$ cat src/rtl/stopwatch_pkg.sv
// rtl/stopwatch_pkg.sv - shared state encoding for the stopwatch control FSM
package stopwatch_pkg;

  localparam int STATE_W = 2;

  typedef enum logic [STATE_W-1:0] {
    ST_IDLE  = 2'd0,
    ST_RUN   = 2'd1,
    ST_PAUSE = 2'd2,
    ST_HOLD  = 2'd3
  } state_t;

endpackage

$ cat src/rtl/btn_edge.sv
// rtl/btn_edge.sv - two-flop synchroniser plus registered rising-edge pulse
module btn_edge (
  input  logic clk,
  input  logic rst,
  input  logic btn,
  output logic ev
);

  logic sync1, sync2, sync3;

  // ev rises 3 clk after the raw level: two sync stages plus the registered edge detect
  always_ff @(posedge clk) begin
    if (rst) begin
      sync1 <= 1'b0;
      sync2 <= 1'b0;
      sync3 <= 1'b0;
      ev    <= 1'b0;
    end else begin
      sync1 <= btn;
      sync2 <= sync1;
      sync3 <= sync2;
      ev    <= sync2 & ~sync3;
    end
  end

endmodule

$ cat src/rtl/stopwatch_ctrl.sv
// rtl/stopwatch_ctrl.sv - stopwatch run/pause/lap/clear FSM; optional lap display hold via LAP_HOLD_EN
module stopwatch_ctrl
  import stopwatch_pkg::*;
#(
  parameter int HOLD_TICKS = 20,
  parameter int LAP_CNT_W  = 4
) (
  input  logic                 clk,
  input  logic                 rst,
  input  logic                 btn_ss,
  input  logic                 btn_lr,
  input  logic                 tick_10hz,
  input  logic                 time_max,
  output logic                 count_en,
  output logic                 count_clr,
  output logic                 lap_strobe,
  output logic                 lap_clr,
  output logic                 disp_freeze,
  output logic [LAP_CNT_W-1:0] lap_count,
  output logic [STATE_W-1:0]   state_o
);

  state_t state, state_nxt;
  logic   ev_ss, ev_lr;
  logic   lap_req, clr_req;

  btn_edge u_ss (.clk(clk), .rst(rst), .btn(btn_ss), .ev(ev_ss));
  btn_edge u_lr (.clk(clk), .rst(rst), .btn(btn_lr), .ev(ev_lr));

`ifdef LAP_HOLD_EN
  localparam int HOLD_W = $clog2(HOLD_TICKS + 1);
  logic [HOLD_W-1:0] hold_cnt;
  logic              hold_load;
`else
  logic unused_tick;
  assign unused_tick = tick_10hz;
`endif

  // ev_ss is tested first everywhere, so a simultaneous ev_lr is dropped
  always_comb begin
    state_nxt = state;
    lap_req   = 1'b0;
    clr_req   = 1'b0;
`ifdef LAP_HOLD_EN
    hold_load = 1'b0;
`endif
    case (state)
      ST_IDLE: begin
        if (ev_ss) state_nxt = ST_RUN;
      end
      ST_RUN: begin
        if (ev_ss || time_max) begin
          state_nxt = ST_PAUSE;
        end else if (ev_lr) begin
          lap_req = 1'b1;
`ifdef LAP_HOLD_EN
          state_nxt = ST_HOLD;
          hold_load = 1'b1;
`endif
        end
      end
      ST_PAUSE: begin
        if (ev_ss) begin
          if (!time_max) state_nxt = ST_RUN;
        end else if (ev_lr) begin
          clr_req   = 1'b1;
          state_nxt = ST_IDLE;
        end
      end
`ifdef LAP_HOLD_EN
      ST_HOLD: begin
        if (ev_ss || time_max) begin
          state_nxt = ST_PAUSE;
        end else if (ev_lr) begin
          lap_req   = 1'b1;
          hold_load = 1'b1;
        end else if (tick_10hz && hold_cnt == HOLD_W'(1)) begin
          state_nxt = ST_RUN;
        end
      end
`endif
      default: state_nxt = ST_IDLE;
    endcase
  end

  always_ff @(posedge clk) begin
    if (rst) begin
      state      <= ST_IDLE;
      lap_strobe <= 1'b0;
      count_clr  <= 1'b0;
      lap_clr    <= 1'b0;
      lap_count  <= '0;
    end else begin
      state      <= state_nxt;
      lap_strobe <= lap_req;
      count_clr  <= clr_req;
      lap_clr    <= clr_req;
      if (clr_req) begin
        lap_count <= '0;
      end else if (lap_req && lap_count != '1) begin
        lap_count <= lap_count + LAP_CNT_W'(1);
      end
    end
  end

`ifdef LAP_HOLD_EN
  // the decrement to zero coincides with the HOLD -> RUN transition
  always_ff @(posedge clk) begin
    if (rst) begin
      hold_cnt <= '0;
    end else if (hold_load) begin
      hold_cnt <= HOLD_W'(HOLD_TICKS);
    end else if (state == ST_HOLD && tick_10hz && hold_cnt != '0) begin
      hold_cnt <= hold_cnt - HOLD_W'(1);
    end
  end

  assign disp_freeze = (state == ST_HOLD);
`else
  assign disp_freeze = 1'b0;
`endif

  assign count_en = (state == ST_RUN) || (state == ST_HOLD);
  assign state_o  = state;

endmodule

$ cat config.mk
export PLATFORM = sky130hd
export DESIGN_NAME = stopwatch_ctrl
export DESIGN_NICKNAME = d
export VERILOG_FILES = /design/src/rtl/stopwatch_pkg.sv /design/src/rtl/btn_edge.sv /design/src/rtl/stopwatch_ctrl.sv
export SDC_FILE = /design/constraint.sdc
export NUM_CORES = 1
export LEC_CHECK = 0
export CAP_MARGIN = 20
export CORE_UTILIZATION = 49
export CTS_CLUSTER_SIZE = 14
export DETAILED_ROUTE_END_ITERATION = 10
export PLACE_DENSITY_LB_ADDON = 0.12
export SLEW_MARGIN = 15
export SYNTH_ARGS = -nofsm -noshare
export SYNTH_HDL_FRONTEND = slang
export SYNTH_HIERARCHICAL = 1
export SYNTH_SLANG_ARGS = --single-unit
$ cat constraint.sdc
create_clock -name clk -period 2.45 [get_ports clk]
set_clock_uncertainty 0.2 [all_clocks]
set_input_delay 0.3675 -clock clk [delete_from_list [all_inputs] [get_ports clk]]
set_output_delay 0.3675 -clock clk [all_outputs]
set_load 0.02 [all_outputs]
Word level (Yosys, flattened, before mapping)
Cells that the tools add are included.
Operators by class
  equal/unequal tests: 8
  muxes and demuxes: 11
  reduce and logical (&&, ||, !) cells: 6
  add/subtract/negate cells: 1
  bitwise gates (word level): 4
Operators with widths (number)
  2-bit two-way mux: 5
  2-bit one-hot mux with 3 select lines: 1
  1-bit two-way mux: 5
  4-bit by 1-bit adder with 4-bit output (second input constant): 1
  2-bit == test (second input constant): 2
  4-bit != test (second input constant): 1
  4-bit AND reduction: 1
  3-bit by 1-bit != test with 1-bit output (second input constant): 1
  3-bit != test (second input constant): 1
  1-bit bitwise AND: 2
  2-bit by 1-bit == test with 1-bit output (second input constant): 1
  2-bit zero test: 1
  1-bit logical OR: 2
  2-bit by 1-bit != test with 1-bit output (second input constant): 1
  2-bit != test (second input constant): 1
  1-bit inverter: 2
  2-bit OR reduction: 1
  1-bit logical AND: 1
Word-level totals
  logic and storage cells: 42
  bits in registers: 16
  input port bits: 6

Longest topological paths before layout
  depth in word-level cells: 4
  depth in mapped cells: 4
  gate-level depth less buffers: 4

Cells and area by module
Netlist, hierarchy kept.
By module, submodules not included
  stopwatch_ctrl: sequential area each 160.2 um^2, cells an instance 46, area an instance 442.9 um^2, instances 1
  btn_edge: sequential area each 80.1 um^2, cells an instance 8, area an instance 111.4 um^2, instances 2

Worst setup path after synthesis
Ideal clock, no wire load.
  path kind: register -> register
  start point: reg state[1] (netlist: state_o[1])
  end point: reg lap_count[0]
  buffers on the path: 0
  cell stages (with the launch flop): 4
  arrival time: 1.263 ns
  path slack: 0.915 ns
  data required time: 2.178 ns
  cell sequence: dfxtp_1 nor4b_4 and3_4 mux2i_1
Between the ends
  longest elaborated chain between the ends: 3
RTL lines
  start: declaration: line stopwatch_ctrl.sv:23  | state_t state, state_nxt;
  start signal: assignment: line stopwatch_ctrl.sv:94  | state <= state_nxt;
  2-bit == test or 2-bit by 1-bit == test with 1-bit output (tied branches): line stopwatch_ctrl.sv:47  | case (state)
  1-bit two-way mux: line stopwatch_ctrl.sv:47
  2-bit OR reduction (no line) or 1-bit logical AND (tied branches)
  end signal: assignment: line stopwatch_ctrl.sv:101  | lap_count <= lap_count + LAP_CNT_W'(1);
  end: declaration: line stopwatch_ctrl.sv:19  | output logic [LAP_CNT_W-1:0] lap_count,
Parallel ways exist; a longest one is shown, timed or not.
A chain may end at the register's enable or synchronous reset.

Worst setup path after layout
  start point: reg state[1] (netlist: state_o[1])
  end point: out state_o[1]
RTL lines
  end: declaration: line stopwatch_ctrl.sv:20  | output logic [STATE_W-1:0] state_o
No word-level cell between the ends.

==> flow_summary.json <==
{
  "critical_path_class": "flip-flop to output pin",
  "grt_first_pass_wirelength_microns": 1730,
  "status": "finished clean",
  "syn-num-nets": 69,
  "crit_chain": "clkdlybuf4s50_1",
  "grt_pass1_vias": 411,
  "grt_use_total_pct": 17.8,
  "period_needed_ns": 2.01,
  "ctsHoldBuffers": 0,
  "r2r_start": "state_o[1]$_SDFFE_PP0P_",
  "cts_tree": "built",
  "ant_nets": 0,
  "first_pass_iters": 2,
  "via_count": 479,
  "drc": 0,
  "yosysTopAreaCell": "dfxtp_1",
  "design_area_sq_um": 848,
  "ios": 17,
  "yosys_warnings": 6,
  "synthSimpleGateAreaFrac_pct": 37.6,
  "finalSetupViolations": 0,
  "crit_fanout": 6,
  "antenna_found_initial": 0,
  "ff_latch_area_sq_um": 320,
  "synth-seq-cells": 16,
  "total_power_mw": 0.467,
  "synth-compound-area-share_pct": 4.89,
  "cp-start-kind": "flip-flop",
  "vdd_ir_drop_max_v": 0.000406,
  "post_dp_cell_area_sq_um": 812,
  "synthTopCellsByArea": "dfxtp_1 (48%), nor2b_1 (7.5%), nand4bb_4 (4.1%), nor3b_2 (3.8%), nor4b_4 (3.6%)",
  "mappedNetlistArea_sq_um": 666,
  "drt_iter0_drc": 3,
  "holdCritPathClass": "flip-flop to flip-flop",
  "cpMaxStageDelayCell": "clkdlybuf4s50_1",
  "rows": 12,
  "gp_congestion": 0.681,
  "fin_crit_sh_pct": 82.0,
  "clock_latency_ns": 0.28,
  "synthToLayoutAreaGrowth_pct": 27.4,
  "synth.distinct_cells": 25,
  "setup-tns-final_ns": 0,
  "wl_per_cell_microns": 11.2,
  "crit_required_ns": 1.88,
  "dieArea_sq_um": 1510,
  "cts_buffers": 3,
  "root_buffer": "clkbuf_4",
  "fillers": 104,
  "port_buffers": 14,
  "cp-end-kind": "output pin",
  "initial_utilization_pct": 56.1,
  "final_common_cell": "dfxtp_1",
  "drive_gt1_share_pct": 14.1,
  "drt-total-wl_microns": 1030,
  "crit_buf_inv": 1,
  "design.core.area_sq_um": 1190,
  "yosysTopAreaCellShare_pct": 48.1,
  "crit_start": "state_o[1]$_SDFFE_PP0P_",
  "clk_pin_slew_ns": 0.08,
  "syn_inst": 62,
  "cp.arrival_ns": 1.44,
  "cts_buffer_depth": 2,
  "hold_viol_final": 0,
  "cts.repair.resized": 0,
  "rsz0062_at_grt": "false",
  "slew_viol_final": 0,
  "postCtsSetupRepairBufs": 0,
  "mostFrequentLayoutCells": "dfxtp_1 (16), clkdlybuf4s50_1 (14), nor2b_1 (8)",
  "cellPowerDensity_nw_per_um2": 551,
  "slowest_delay_ns": 0.66,
  "fmax_mhz": 498,
  "synth_top_family_by_area": "simple AND/OR/NAND/NOR gates",
  "grt_max_degree": 12,
  "synth.area.mux_share_pct": 3.01,
  "synth_adder_area_share_pct": 1.88,
  "clkSinkCount": 16,
  "seq_area_frac_synth_pct": 48.1,
  "synthXorXnorAreaFrac_pct": 0,
  "die_h_microns": 38.9,
  "critical-path-top-delay-family": "buffers and inverters",
  "cap_violations": 0,
  "die_x_microns": 38.9,
  "avgSynthCellArea_sq_um": 10.7,
  "antennaDiodeCount": 0,
  "post-dp-hpwl_microns": 771,
  "vias_per_cell": 5.21,
  "p_leak_nw": 0.299,
  "overflow": 0,
  "min-delay-start": "u_lr/sync3$_SDFF_PP0_",
  "multiInputGateArea_sq_um": 319,
  "nets": 86,
  "cts_max_level": 1
}
per-stage QoR:
stage / instances / setup WS [ns] / util, % / hold WS, ns
2_1_floorplan: 62 / 0.915 / - / 0.187
3_3_place_gp: 88 / 0.476 / 68.5 / 0.194
3_5_place_dp: 88 / 0.432 / 68.5 / 0.197
4_1_cts: 92 / 0.418 / 71.5 / 0.213
5_1_grt: 92 / 0.341 / 71.5 / 0.219
6_report: 92 / 0.441 / 71.5 / 0.210
layout make-up:
| cell class | count | area share, % |
|---|---|---|
| repair buffers | 15 | 17.4 |
| multi-input cells | 41 | 37.6 |
| clock buffers | 4 | 4.28 |
| inverters | 2 | 0.885 |
| flip-flops and latches | 16 | 37.8 |
| well taps | 14 | 2.06 |
synth_stat cells, drive strengths merged:
library cell  instances
o2111ai               1
clkbuf                1
nand3b                3
nand4bb               1
nand2b                2
a21oi                 1
mux2i                 2
nor3b                 4
inv                   2
nand2                 2
a31oi                 3
ha                    1
buf                   2
nand4                 2
or3                   1
and3                  2
nand3                 1
conb                  1
dfxtp                16
nor2                  4
or3b                  1
nor4b                 1
nor2b                 8
sequential cells by signal (all words and copies together), names as in the netlist:
register / flops
u_ss/sync2: 1
lap_clr: 1
u_lr/sync1: 1
lap_count: 4
u_ss/sync3: 1
u_lr/sync3: 1
u_lr/ev: 1
u_ss/sync1: 1
lap_strobe: 1
u_lr/sync2: 1
u_ss/ev: 1
state_o: 2
where the power goes:
| part | internal [mW] | leakage, nW | switching (mW) |
|---|---|---|---|
| Sequential | 0.265 | 0.130 | 0.00425 |
| Combinational | 0.0154 | 0.148 | 0.0118 |
| Clock | 0.0903 | 0.0210 | 0.0802 |
worst paths after layout:
check / end / slack [ns] / cells after the start
hold / removal: u_lr/ev$_SDFF_PP0_ / 0.21 / 1
setup / recovery: state_o[1] / 0.44 / 1
hold reg to reg: u_lr/ev$_SDFF_PP0_ / 0.21 / 1
setup reg to reg: lap_count[0]$_SDFFE_PP0P_ / 0.86 / 3
cells by family after synthesis:
logic type / count (synthesis)
simple gates: 32
flops: 16
compound gates: 5
buf+inv: 5
mux: 2
fa+ha+maj: 1
other cells: 1
layer usage:
layer / routed length (microns) / GRT usage, % / vias up
li1: - / - / 246
met1: 525 / 22.6 / 219
met2: 465 / 26.3 / 12
met3: 34 / 5.20 / 2
met4: 4 / 10.3 / 0
met5: 0 / 0 / -
(Power assumes the default switching activity.)
